==> src/rtl/uart_pkg.sv <==
//------------------------------------------------------------------------------
// uart_pkg : frame constants and FSM encoding shared by uart_tx / uart_rx
// Revision : 1.0
//------------------------------------------------------------------------------
`default_nettype none

package uart_pkg;

  localparam int   DEFAULT_DATA_WIDTH = 8;
  localparam logic START_BIT          = 1'b0;
  localparam logic STOP_BIT           = 1'b1;

  typedef enum logic [1:0] {
    IDLE   = 2'h0,
    DATA   = 2'h1,
    STOP   = 2'h2,
    RESYNC = 2'h3
  } uart_state_e;

endpackage : uart_pkg

`default_nettype wire

==> src/rtl/uart_rx_if.sv <==
//------------------------------------------------------------------------------
// uart_rx_if : byte handshake and error-pulse bundle of the UART receiver
// Revision   : 1.0
//------------------------------------------------------------------------------
`default_nettype none

interface uart_rx_if #(
  parameter int DATA_WIDTH = 8
) ();

  logic [DATA_WIDTH-1:0] data;
  logic                  valid;
  logic                  ready;
  logic                  frame_err;
  logic                  overrun;

  modport master (output data, valid, frame_err, overrun, input ready);
  modport slave  (input data, valid, frame_err, overrun, output ready);

endinterface : uart_rx_if

`default_nettype wire

==> src/rtl/uart_rx_hold.sv <==
//------------------------------------------------------------------------------
// uart_rx_hold : one-entry valid/ready holding register with overrun pulse
// Revision     : 1.0
//------------------------------------------------------------------------------
`default_nettype none

module uart_rx_hold #(
  parameter int DATA_WIDTH = 8
) (
  input  logic                  clk,
  input  logic                  rst_n,
  input  logic                  load,
  input  logic [DATA_WIDTH-1:0] load_data,
  input  logic                  ready,
  output logic [DATA_WIDTH-1:0] data,
  output logic                  valid,
  output logic                  overrun
);

  logic [DATA_WIDTH-1:0] data_q, data_d;
  logic                  valid_q, valid_d;
  logic                  overrun_q, overrun_d;

  always_comb begin
    data_d    = data_q;
    valid_d   = valid_q;
    overrun_d = 1'b0;
    if (load) begin
      // A full register only takes the new byte if the old one leaves this edge
      if (!valid_q || ready) begin
        data_d  = load_data;
        valid_d = 1'b1;
      end else begin
        overrun_d = 1'b1;
      end
    end else if (valid_q && ready) begin
      valid_d = 1'b0;
    end
  end

  always_ff @(posedge clk or negedge rst_n) begin
    if (!rst_n) begin
      data_q    <= '0;
      valid_q   <= 1'b0;
      overrun_q <= 1'b0;
    end else begin
      data_q    <= data_d;
      valid_q   <= valid_d;
      overrun_q <= overrun_d;
    end
  end

  assign data    = data_q;
  assign valid   = valid_q;
  assign overrun = overrun_q;

endmodule : uart_rx_hold

`default_nettype wire

==> src/rtl/uart_rx.sv <==
//------------------------------------------------------------------------------
// uart_rx  : 1-bit-per-clock UART deserialiser (start 0, MSB first, stop 1)
//            UART_RX_SYNC_EN adds a 2-flop input synchroniser on rx.
// Revision : 1.0
//------------------------------------------------------------------------------
`default_nettype none

module uart_rx
  import uart_pkg::*;
#(
  parameter int DATA_WIDTH = DEFAULT_DATA_WIDTH
) (
  input  logic      CLK,
  input  logic      RESETN,
  input  logic      rx,
  uart_rx_if.master bus
);

  localparam int CNT_W = $clog2(DATA_WIDTH);

  logic rx_s;

`ifdef UART_RX_SYNC_EN
  logic [1:0] sync_q, sync_d;

  assign sync_d = {sync_q[0], rx};

  // Line idles high, so the synchroniser resets to 1 to avoid a false start
  always_ff @(posedge CLK or negedge RESETN) begin
    if (!RESETN) sync_q <= 2'b11;
    else         sync_q <= sync_d;
  end

  assign rx_s = sync_q[1];
`else
  assign rx_s = rx;
`endif

  uart_state_e           state_q, state_d;
  logic [CNT_W-1:0]      cnt_q, cnt_d;
  logic [DATA_WIDTH-1:0] shift_q, shift_d;
  logic                  frame_err_q, frame_err_d;
  logic                  good_frame;

  always_comb begin
    state_d     = state_q;
    cnt_d       = cnt_q;
    shift_d     = shift_q;
    frame_err_d = 1'b0;
    good_frame  = 1'b0;
    case (state_q)
      IDLE: begin
        if (rx_s == START_BIT) begin
          state_d = DATA;
          cnt_d   = CNT_W'(DATA_WIDTH - 1);
        end
      end
      DATA: begin
        shift_d = {shift_q[DATA_WIDTH-2:0], rx_s};
        if (cnt_q == '0) state_d = STOP;
        else             cnt_d   = cnt_q - 1'b1;
      end
      STOP: begin
        if (rx_s == STOP_BIT) begin
          good_frame = 1'b1;
          state_d    = IDLE;
        end else begin
          frame_err_d = 1'b1;
          state_d     = RESYNC;
        end
      end
      RESYNC: begin
        // Only a high line re-arms start detection after a broken frame
        if (rx_s == STOP_BIT) state_d = IDLE;
      end
      default: state_d = IDLE;
    endcase
  end

  always_ff @(posedge CLK or negedge RESETN) begin
    if (!RESETN) begin
      state_q     <= IDLE;
      cnt_q       <= '0;
      shift_q     <= '0;
      frame_err_q <= 1'b0;
    end else begin
      state_q     <= state_d;
      cnt_q       <= cnt_d;
      shift_q     <= shift_d;
      frame_err_q <= frame_err_d;
    end
  end

  uart_rx_hold #(
    .DATA_WIDTH (DATA_WIDTH)
  ) u_hold (
    .clk       (CLK),
    .rst_n     (RESETN),
    .load      (good_frame),
    .load_data (shift_q),
    .ready     (bus.ready),
    .data      (bus.data),
    .valid     (bus.valid),
    .overrun   (bus.overrun)
  );

  assign bus.frame_err = frame_err_q;

endmodule : uart_rx

`default_nettype wire

==> src/flat_wrapper.sv <==
// flat-port wrapper written by rule: the top's interface ports become plain ports
module uart_rx_flat import uart_pkg::*;
#(
  parameter int DATA_WIDTH = DEFAULT_DATA_WIDTH
)
  (CLK, RESETN, rx, bus_data, bus_valid, bus_frame_err, bus_overrun, bus_ready);
  uart_rx_if #(.DATA_WIDTH(DATA_WIDTH)) bus_i ();
  input  logic CLK;
  input  logic RESETN;
  input  logic rx;
  output wire logic [$bits(bus_i.data)-1:0] bus_data;
  output wire logic [$bits(bus_i.valid)-1:0] bus_valid;
  output wire logic [$bits(bus_i.frame_err)-1:0] bus_frame_err;
  output wire logic [$bits(bus_i.overrun)-1:0] bus_overrun;
  input wire logic [$bits(bus_i.ready)-1:0] bus_ready;
  assign bus_data = bus_i.data;
  assign bus_valid = bus_i.valid;
  assign bus_frame_err = bus_i.frame_err;
  assign bus_overrun = bus_i.overrun;
  assign bus_i.ready = bus_ready;
  uart_rx #(.DATA_WIDTH(DATA_WIDTH)) u_core (.CLK(CLK), .RESETN(RESETN), .rx(rx), .bus(bus_i));
endmodule
==> config.mk <==
export PLATFORM = sky130hd
export DESIGN_NAME = uart_rx_flat
export DESIGN_NICKNAME = d
export VERILOG_FILES = /design/src/rtl/uart_pkg.sv /design/src/rtl/uart_rx_if.sv /design/src/rtl/uart_rx_hold.sv /design/src/rtl/uart_rx.sv /design/src/flat_wrapper.sv
export SDC_FILE = /design/constraint.sdc
export NUM_CORES = 1
export LEC_CHECK = 0
export BUFFER_PORTS_ARGS = -buffer_cell sky130_fd_sc_hd__buf_4
export CORE_MARGIN = 2
export CORE_UTILIZATION = 49
export DETAILED_ROUTE_END_ITERATION = 10
export HOLD_SLACK_MARGIN = 0.12
export PLACE_DENSITY = 0.73
export SLEW_MARGIN = 25
export SYNTH_ARGS = -nofsm -noshare
export SYNTH_HDL_FRONTEND = slang
export SYNTH_SLANG_ARGS = --single-unit
==> constraint.sdc <==
create_clock -name CLK -period 1.4 [get_ports CLK]
set_clock_uncertainty 0.05 [all_clocks]
set_input_delay 0 -clock CLK [delete_from_list [all_inputs] [get_ports CLK]]
set_output_delay 0 -clock CLK [all_outputs]
set_load 0.01 [all_outputs]
==> results of run 1 <==
## critical path, cell delays in order, from the launching register on
cell	delay (ns)
dfrtp_1	0.41
nand3b_4	0.17
nor2b_2	0.16
buf_12	0.15
mux2_4	0.30
## metrics by stage
step	power, mW	cell area, um^2
after CTS	2.635	1275
after floorplan	1.884	1039
after global placement	2.214	1199
after global routing	2.848	1282
final	2.626	1282
after detailed placement	2.272	1199
## worst max-delay path by stage
stage	slack [ns]	cells after the start	startpoint	endpoint
after floorplan	0.07	4	u_core.state_q[0]	u_core.u_hold.data[0]
after global placement	0.12	4	u_core.state_q[0]	u_core.u_hold.data[0]
after detailed placement	0.07	4	u_core.state_q[0]	u_core.u_hold.data[3]
after CTS	0.05	4	u_core.state_q[0]	u_core.u_hold.data[3]
after global routing	-0.0006	5	u_core.cnt_q[0]	u_core.cnt_q[2]
final	0.06	4	u_core.state_q[0]	u_core.u_hold.data[3]
## cells in the final DEF (no fill, tap or decap)
cell and n:
nor3_1 1, o22ai_1 1, dfrtp_1 24, nand3b_4 1, nand2b_4 1, nand2b_1 3, clkbuf_8 1, a2bb2oi_1 2
o21ai_0 1, or2b_1 1, mux2_4 8, buf_12 1, buf_4 17, a21oi_1 2, nand2_1 26, a22o_1 1
inv_1 4, nor2b_1 1, ha_1 2, nand4bb_1 1, nor2b_2 1, dlygate4sd3_1 4, mux2i_1 2, nor2_1 2
clkbuf_4 3
## power breakdown
group	total, mW	switching, mW	internal [mW]
registers	1.18	0.209	0.969
clock network	0.354	0.195	0.159
logic	1.09	0.495	0.599
total	2.63	0.900	1.73
## area by class of cell
cell class	instances	area (um^2)
tap	27	33.78
fill	165	699.4
multi-input combinational	57	409.1
clock buffer	4	36.28
sequential	24	600.6
inverter	4	15.01
timing repair buffer	22	187.7
## registers in the layout (all words and copies together), names as in the netlist
register	cells
u_core.shift_q	8
u_core.cnt_q	3
u_core.u_hold.data	8
u_core.u_hold.valid	1
u_core.state_q	2
u_core.bus.frame_err	1
u_core.u_hold.overrun	1
## cells by family after synthesis
group	count (synthesis)
muxes	10
and+or+nand+nor	38
DFF	24
AOI/OAI and AO/OA	7
adders and majority gates	2
buffers and inverters	7
## metal layers
metal  vias to the layer above  track usage  share of wire
met5                         -            0              0
met4                         0      0.05556          0.014
met3                         2      0.02727          0.039
met2                        13       0.2434           0.45
met1                       321       0.2265           0.50
li1                        335            -              -
## repair_timing
item,CTS,global route
hold buffers,4,0
endpoints found under the setup margin,0,2
gates resized for setup,0,1
hold endpoints to repair,33,0
==> summary.txt, run 1 <==
Yosys
  – Post-Syn Instances: 88
  – Sequential share of the synthesized area: 0.5783
  – Most frequent cell after synthesis: nand2_1
  – Ys async rst share: 1.000
  – Synth cell types: 21
  – Syn Area/Cell: 11.80 um^2
  – Net count after synthesis: 94
  – Synth Cell Area: 1038 um^2
  – Post-synthesis share of cell area spent on xor and xnor gates: 0
  – Mux contribution to synthesized area: 0.1349
  – Synth top area share: 0.5783
  – Adder-Cell Fraction of Synth Area: 0.02410
  – Synth Area in Simple Gates: 0.1819
  – Top_reg_cell synth: dfrtp_1
  – Synth area leaders: dfrtp_1 58%, mux2_4 12%, nand2_1 9.4%, ha_1 2.4%, nand2b_1 2.4%
  – Synthesized flop and latch total: 24
  – Post-synth EDFFs: 0
  – Warnings, synthesis: 0
  – Top cells by count, synth: 26 x nand2_1, 24 x dfrtp_1, 8 x mux2_4, 4 x inv_1, 4 x nand2b_1
  – Largest family of logic cells by synthesized area: simple AND/OR/NAND/NOR gates
  – Synth Area in Compound Gates: 0.04578
  – Dominant cell type by area after synthesis: dfrtp_1

Route
  – First-pass iteration count of the detailed router: 4
  – Routed wire per std cell: 12.15 um
  – ANT nets after route: 0
  – Routed vias: 671
  – Final wirelength: 1677 um
  – Via-to-Cell Ratio: 4.862
  – DRC viols: 0
  – Iter 0 DRT Violations: 7

Setup path
  – CP endpoint kind: flip-flop
  – Startpoint types: flip-flop
  – Reg2reg start: u_core.state_q[0]
  – Critical path type: flip-flop to flip-flop
  – Data arrival time of the critical path: 1.49 ns
  – Crit Path Max Fanout: 8
  – WP data required: 1.56 ns
  – Reg2reg path depth: 4
  – Worst R2R End: u_core.u_hold.data[3]
  – Reg2reg setup slack: 0.06 ns

Pwr
  – Max VDD drop: 1.223 mV
  – Power per cell area: 2048 nW/um^2
  – Leak: 0.6960 nW

Finish
  – ANT cells: 0
  – Share of layout cells above drive strength 1: 0.2973
  – Final std cells w/o fill: 138
  – Final core occ: 0.6471
  – Final nets: 118
  – Area delta synth->final: 23.49%

Global routing
  – Initial antenna violation count: 0
  – Gr usage total: 0.1588
  – Pin count of the biggest net entering global routing: 25
  – Vias in the first global route: 664
  – Total gr overflow: 0
  – First-pass GRT wire length: 2973 um

Die
  – Initial core utilization: 0.5240
  – CORE AREA: 1982 um^2
  – Chip height: 50.04 um
  – Die ar.: 2504 um^2
  – Io pins: 15
  – Die width: 50.04 um
  – Rows: 16

Placed design
  – Place WS: 0.07301 ns
  – HPWL after DPL: 1258 um
  – Final GP Congestion: 0.7772
  – Placed instance count: 130
  – PortBufs: 14

Job
  – Max_cap viols: 0

STA
  – Least-Margin Pin Slew: 0.3241 ns
  – Setup_tns: 0 ns
  – Worst rel slew slack: 0.7840
  – Min Tclk post-route: 1.337 ns
  – Setup WS post-layout: 0.06305 ns
  – Final slew viol count: 0
  – Worst hold slack: 0.3989 ns
  – Endpoints failing setup: 0
  – Endpoints failing hold: 0
  – Fmax: 0.7480 GHz
  – Tcrit/Tclk final: 0.9550

Clock network
  – Worst skew pair latency: 0.31 ns
  – CTS tree: yes
  – Total CTS buffers: 3
  – Post-CTS Setup Inserts: 0
  – CTS root buf: clkbuf_4
  – CTS Buffer Depth: 2
  – CTS sink cnt: 24
  – H-tree levels: 1
  – CTS clk-pin slew, worst paths: 0.12 ns

Min path
  – Hold Crit Depth: 3
  – Hold EP: u_core.bus.frame_err
  – Class of the worst hold path: primary input to flip-flop
  – Worst hold start: rx

Run status
  – Status: completed
Note: power is estimated with default switching activity, not from simulation.
==> run 2: changes to the inputs <==
CORE_UTILIZATION = 52   (was 49)
CTS_BUF_LIST = sky130_fd_sc_hd__clkbuf_2   (was default)
PLACE_DENSITY = 0.76   (was 0.73)
SETUP_SLACK_MARGIN = 0.05   (was default)
==> run 2 against run 1 <==
Compared with the run above:
- cell area rose by 0.59%
- setup slack better by 0.049 ns
- largest power group unchanged
- critical endpoint is now u_core.cnt_q[1]
- utilization rose by 2.4 points
==> summary.txt, run 2 (same netlist as run 1, synthesis figures left out) <==
Finish
  – Most frequent cells in the layout: 26 x nand2_1, 23 x dfrtp_1, 20 x buf_4
  – Most common cell after layout, fill and taps aside: nand2_1
  – Area delta synth->final: 24.22%
  – Final Cell Area: 1290 um^2 (+0.59%)
  – Final std cells w/o fill: 141 (+2.2%)
  – Share of layout cells above drive strength 1: 0.3158 (+0.01849)
  – ANT cells: 0 (unchanged)
  – Final nets: 121 (+2.5%)
  – Final core occ: 0.6712 (+0.02413)

Setup path
  – Startpoint types: flip-flop
  – WP data required: 1.59 ns (+0.03 ns)
  – Critical path type: flip-flop to flip-flop
  – CP endpoint kind: flip-flop
  – Data arrival time of the critical path: 1.48 ns (about the same)
  – Crit Path Max Fanout: 4 (-4)

Clock network
  – CTS Buffer Depth: 2 (unchanged)
  – CTS root buf: clkbuf_2
  – Worst skew pair latency: 0.32 ns (about the same)
  – Total CTS buffers: 3 (unchanged)
  – H-tree levels: 1 (unchanged)
  – CTS tree: yes
  – CTS sink cnt: 24 (unchanged)
  – CTS clk-pin slew, worst paths: 0.21 ns (+0.09 ns)

Placed design
  – Placed Instance Area: 1199 um^2 (unchanged)
  – PortBufs: 14 (unchanged)
  – Final GP Congestion: 0.6877 (-12%)
  – Placed instance count: 130 (unchanged)
  – HPWL after DPL: 1191 um (-5.4%)

STA
  – Min Tclk post-route: 1.288 ns (-0.04929 ns)
  – Tcrit/Tclk final: 0.9198 (-0.03520)
  – RSZ-0062 raised after global routing: true
  – Endpoints failing hold: 0 (unchanged)
  – Worst rel slew slack: 0.8078 (+0.02387)
  – Fmax: 0.7766 GHz (+3.8%)
  – Setup_tns: 0 ns (unchanged)
  – Least-Margin Pin Slew: 0.2883 ns (-0.03581 ns)
  – Endpoints failing setup: 0 (unchanged)
  – Final slew viol count: 0 (unchanged)

Die
  – Initial core utilization: 0.5404 (+0.01637)
  – Io pins: 15 (unchanged)
  – Die ar.: 2371 um^2 (-5.3%)
  – Chip height: 48.69 um (-2.7%)
  – CORE AREA: 1922 um^2 (-3.0%)
  – Die width: 48.69 um (-2.7%)
  – Rows: 16 (unchanged)

Run status
  – Status: completed

Pwr
  – Max VDD drop: 1.230 mV (+0.55%)
  – Leak: 0.7017 nW (+0.82%)
  – Power per cell area: 1990 nW/um^2 (-2.8%)
  – Tot Pwr: 2.567 mW (-2.3%)

Global routing
  – Pin count of the biggest net entering global routing: 25 (unchanged)
  – Initial antenna violation count: 0 (unchanged)
  – Vias in the first global route: 673 (+1.4%)
  – Gr usage total: 0.1580 (-0.0007816)
  – First-pass GRT wire length: 2918 um (-1.8%)
  – Total gr overflow: 0 (unchanged)

Route
  – Via-to-Cell Ratio: 4.844 (-0.38%)
  – DRC viols: 0 (unchanged)
  – Routed vias: 683 (+1.8%)
  – Routed wire per std cell: 12.03 um (-1.0%)
  – Final wirelength: 1696 um (+1.1%)
  – First-pass iteration count of the detailed router: 4 (unchanged)
  – ANT nets after route: 0 (unchanged)
  – Iter 0 DRT Violations: 9 (+2)

Job
  – Max_cap viols: 0 (unchanged)

Min path
  – Class of the worst hold path: primary input to flip-flop
-- run 2: changes by cell type in the layout (fill, tap and decap cells not counted), sizes merged --
cell    change
clkinv      +1
clkbuf      -1
buf         +3
-- run 2: per-stage QoR --
| stage | setup slack, ns | hold WS, ns |
|---|---|---|
| CTS | 0.05596 | 0.3709 |
| finish | 0.1123 | 0.3863 |
| global route | 0.01462 | 0.3375 |
| detailed placement | 0.07818 | -0.1415 |
| global placement | 0.1123 | -0.1412 |
| floorplan | 0.06999 | -0.3456 |
-- run 2: layout make-up --
class,count,area [um^2]
sequential,24,601.8
inverter,4,15.01
clock buffer,3,15.01
multi-input combinational,57,410.4
tap,27,33.78
clock inverter,1,3.754
timing repair buffer,25,210.2
fill,151,631.9
-- run 2: timing repair --
| action | 4_1_cts | 5_1_grt |
|---|---|---|
| hold buffers | 4 | 0 |
| endpoints found under the hold margin | 33 | 0 |
| setup endpoints to repair | 0 | 13 |
| resized for setup | 0 | 3 |
| buffers inserted | 0 | 3 |
-- run 2: metal layers --
| metal | track usage | vias up | part of all wire |
|---|---|---|---|
| li1 | - | 335 | - |
| met1 | 0.2181 | 334 | 0.47 |
| met2 | 0.2511 | 12 | 0.50 |
| met3 | 0.02778 | 2 | 0.024 |
| met4 | 0.05714 | 0 | 0.0077 |
| met5 | 0 | - | 0 |
-- run 2: path summary, 6_finish.rpt --
| check | from | endpoint | slack [ns] | depth (start not counted) |
|---|---|---|---|---|
| max in group asynchronous | RESETN | u_core.state_q[1] | 0.50 | 3 |
| min reg2reg | u_core.shift_q[7] | u_core.shift_q[7] | 0.47 | 2 |
| max reg2reg | u_core.cnt_q[0] | u_core.cnt_q[1] | 0.11 | 5 |
| min | rx | u_core.bus.frame_err | 0.39 | 3 |
| min in group asynchronous | RESETN | u_core.u_hold.data[3] | 0.55 | 3 |
| max | u_core.cnt_q[0] | u_core.cnt_q[1] | 0.11 | 5 |
-- run 2: worst max-delay path: stages, from the launching register on --
cell and delay [ns]:
dfrtp_1 0.41, inv_1 0.07, ha_1 0.20, nand2b_1 0.19, mux2i_1 0.21, a2bb2oi_1 0.08
-- run 2: report_power, final --
| group | switching, mW | internal, mW |
|---|---|---|
| clock network | 0.189 | 0.0621 |
| logic | 0.511 | 0.641 |
| registers | 0.194 | 0.970 |
==> run 3: changes to the inputs <==
BUFFER_PORTS_ARGS = default   (was -buffer_cell sky130_fd_sc_hd__buf_4)
CORE_UTILIZATION = 57   (was 52)
DONT_BUFFER_PORTS = 1   (was default)
PLACE_DENSITY = 0.75   (was 0.76)
==> run 3 against run 2 <==
Compared with the run above:
- cell count down 9.9%
- largest cell class unchanged
- register-to-register slack worse by 0.03 ns
- non-clock buffer count down 12
- first-iteration DRC count up 44%
- clock power up 2%
- critical path depth down 1
- via count down 5.7%
- sequential share of layout area up 3.9 points
- critical endpoint is now u_core.u_hold.data[4]
- cell area down 7.9%
==> summary.txt, run 3 (same netlist as run 1, synthesis figures left out) <==
Pwr
  – Part of the power in combinational logic: 0.389 (-0.060)
  – Leak: 0.6391 nW (-8.9%)
  – Internal power: 1.536 mW (-8.2%)
  – Sequential share of power: 0.504 (+0.050)
  – Power per cell area: 2032 nW/um^2 (+2.1%)
  – Switching share of power: 0.3640 (+0.01567)
  – Clk pwr share: 0.106 (+0.008)
  – Sw power: 0.8791 mW (-1.7%)
  – Max VDD drop: 1.312 mV (+6.7%)

Clock network
  – H-tree levels: 1 (unchanged)
  – CTS tree: yes
  – Total CTS buffers: 3 (unchanged)
  – CTS clk-pin slew, worst paths: 0.21 ns (about the same)
  – Worst skew pair latency: 0.32 ns (about the same)
  – CTS root buf: clkbuf_2
  – CTS Buffer Depth: 2 (unchanged)
  – CTS sink cnt: 24 (unchanged)

Global routing
  – Vias in the first global route: 584 (-13%)
  – First-pass GRT wire length: 2732 um (-6.4%)
  – Gr usage total: 0.1873 (+0.02935)
  – Pin count of the biggest net entering global routing: 25 (unchanged)
  – Total gr overflow: 0 (unchanged)
  – Initial antenna violation count: 0 (unchanged)

STA
  – Setup WS post-layout: 0.08581 ns (-0.02652 ns)
  – Tcrit/Tclk final: 0.9387 (+0.01894)
  – Min Tclk post-route: 1.314 ns (+0.02652 ns)
  – Least-Margin Pin Slew: 0.5047 ns (+0.2164 ns)
  – Setup_tns: 0 ns (unchanged)
  – Fmax: 0.7609 GHz (-2.0%)
  – Final slew viol count: 0 (unchanged)
  – RSZ-0062 raised after global routing: true
  – Worst rel slew slack: 0.6635 (-0.1443)
  – Endpoints failing setup: 0 (unchanged)
  – Endpoints failing hold: 0 (unchanged)

Die
  – Rows: 15 (-1)
  – Chip height: 46.69 um (-4.1%)
  – Die ar.: 2179 um^2 (-8.1%)
  – CORE AREA: 1727 um^2 (-10%)
  – Initial core utilization: 0.6014 (+0.06108)
  – Io pins: 15 (unchanged)
  – Die width: 46.69 um (-4.1%)

Placed design
  – Place WS: 0.09684 ns (+0.01866 ns)
  – Placed Instance Area: 1094 um^2 (-8.8%)
  – Final GP Congestion: 0.7552 (+9.8%)
  – HPWL after DPL: 1180 um (-0.86%)
  – Placed instance count: 116 (-11%)
  – PortBufs: 0 (-14)

Route
  – First-pass iteration count of the detailed router: 4 (unchanged)
  – Iter 0 DRT Violations: 13 (+4)
  – DRC viols: 0 (unchanged)
  – Routed vias: 644 (-5.7%)
  – Via-to-Cell Ratio: 5.071 (+4.7%)
  – Routed wire per std cell: 13.31 um (+11%)
  – ANT nets after route: 0 (unchanged)
  – Final wirelength: 1691 um (-0.29%)

Run status
  – Status: completed

Finish
  – Final Cell Area: 1189 um^2 (-7.9%)
  – Final nets: 109 (-9.9%)
  – ANT cells: 0 (unchanged)
  – Final std cells w/o fill: 127 (-9.9%)
  – Area of the multi-input gates: 410.4 um^2 (unchanged)
  – Most frequent cells in the layout: 26 x nand2_1, 24 x dfrtp_1, 8 x mux2_4
  – Final core occ: 0.6884 (+0.01718)
  – Fillers: 127 (-16%)
  – Sequential Area: 600.6 um^2 (-0.21%)
  – Area delta synth->final: 14.46%
  – Most common cell after layout, fill and taps aside: nand2_1
  – Share of layout cells above drive strength 1: 0.2255 (-0.09030)

Setup path
  – WP data required: 1.59 ns (about the same)
  – CP Buf/Inv Count: 1 (unchanged)
  – Max incr delay on CP: 0.42 ns (about the same)
  – WP depth: 4 (-1)
  – Startpoint types: flip-flop
  – Critical path type: flip-flop to flip-flop
  – Reg2reg path depth: 4 (-1)
  – Crit Path Max Fanout: 4 (unchanged)
  – CP endpoint kind: flip-flop
  – Slowest CP cell: dfrtp_1
  – Data arrival time of the critical path: 1.50 ns (+0.02 ns)
  – Crit path max-delay family: flip-flops
  – Critical path, cell by cell: nand3b_4, nor2b_4, buf_6, mux2_4

Min path
  – Class of the worst hold path: primary input to flip-flop
  – Hold Crit Depth: 4 (+1)

Job
  – Max_cap viols: 0 (unchanged)
[run 3: cell count changes in the layout (fill, tap and decap cells not counted)]
cell and delta:
buf_4 -14, buf_6 +2, buf_12 -1, buf_2 +1, dfrtp_1 +1, dfrtp_2 -1
[run 3: metal layers]
| metal | GRT usage | vias up | wire, um |
|---|---|---|---|
| met5 | 0 | - | 0 |
| met4 | 0.08333 | 0 | 9 |
| met3 | 0.04706 | 2 | 65 |
| met2 | 0.2889 | 13 | 826 |
| met1 | 0.2481 | 313 | 789 |
| li1 | - | 316 | - |
[run 3: tightest hold or removal path: stages]
cell and delay, ns:
dlygate4sd3_1 0.52, nand2b_1 0.13, buf_4 0.12, nor2_1 0.03
[run 3: worst paths after layout]
kind                                   start               endpoint  slack (ns)
hold / removal                     bus_ready  u_core.u_hold.overrun        0.43
setup reg to reg           u_core.state_q[0]  u_core.u_hold.data[4]        0.09
setup / recovery           u_core.state_q[0]  u_core.u_hold.data[4]        0.09
max in group asynchronous             RESETN      u_core.shift_q[3]        0.35
min in group asynchronous             RESETN    u_core.u_hold.valid        0.62
hold reg to reg            u_core.shift_q[7]      u_core.shift_q[7]        0.47
[run 3: final cells by class]
class | count | share of cell area
inverters | 4 | 0.01263
flip-flops and latches | 24 | 0.5053
clock inverters | 1 | 0.003158
multi-input cells | 57 | 0.3453
well taps | 25 | 0.02632
clock buffers | 3 | 0.01263
repair buffers | 13 | 0.09474
[run 3: metrics by stage]
stage | power (mW) | hold WS [ns]
after floorplan | 1.884 | -0.3456
after global placement | 2.056 | -0.3452
after detailed placement | 2.109 | -0.3451
after CTS | 2.379 | 0.2378
after global routing | 2.618 | 0.4229
final | 2.415 | 0.4302
[run 3: power by group through the flow]
| stage | registers (mW) | logic, mW | clock network, mW |
|---|---|---|---|
| floorplan | 1.20 | 0.686 | 0 |
| global placement | 1.22 | 0.834 | 0 |
| detailed placement | 1.24 | 0.868 | 0 |
| CTS | 1.23 | 0.894 | 0.259 |
| global route | 1.25 | 1.08 | 0.291 |
| finish | 1.22 | 0.940 | 0.257 |
[run 3: timing repair]
action | in CTS | in global routing
endpoints found under the setup margin | 0 | 12
hold buffers | 3 | 2
gates resized for setup | 0 | 4
hold endpoints to repair | 41 | 24
setup buffers | 0 | 2
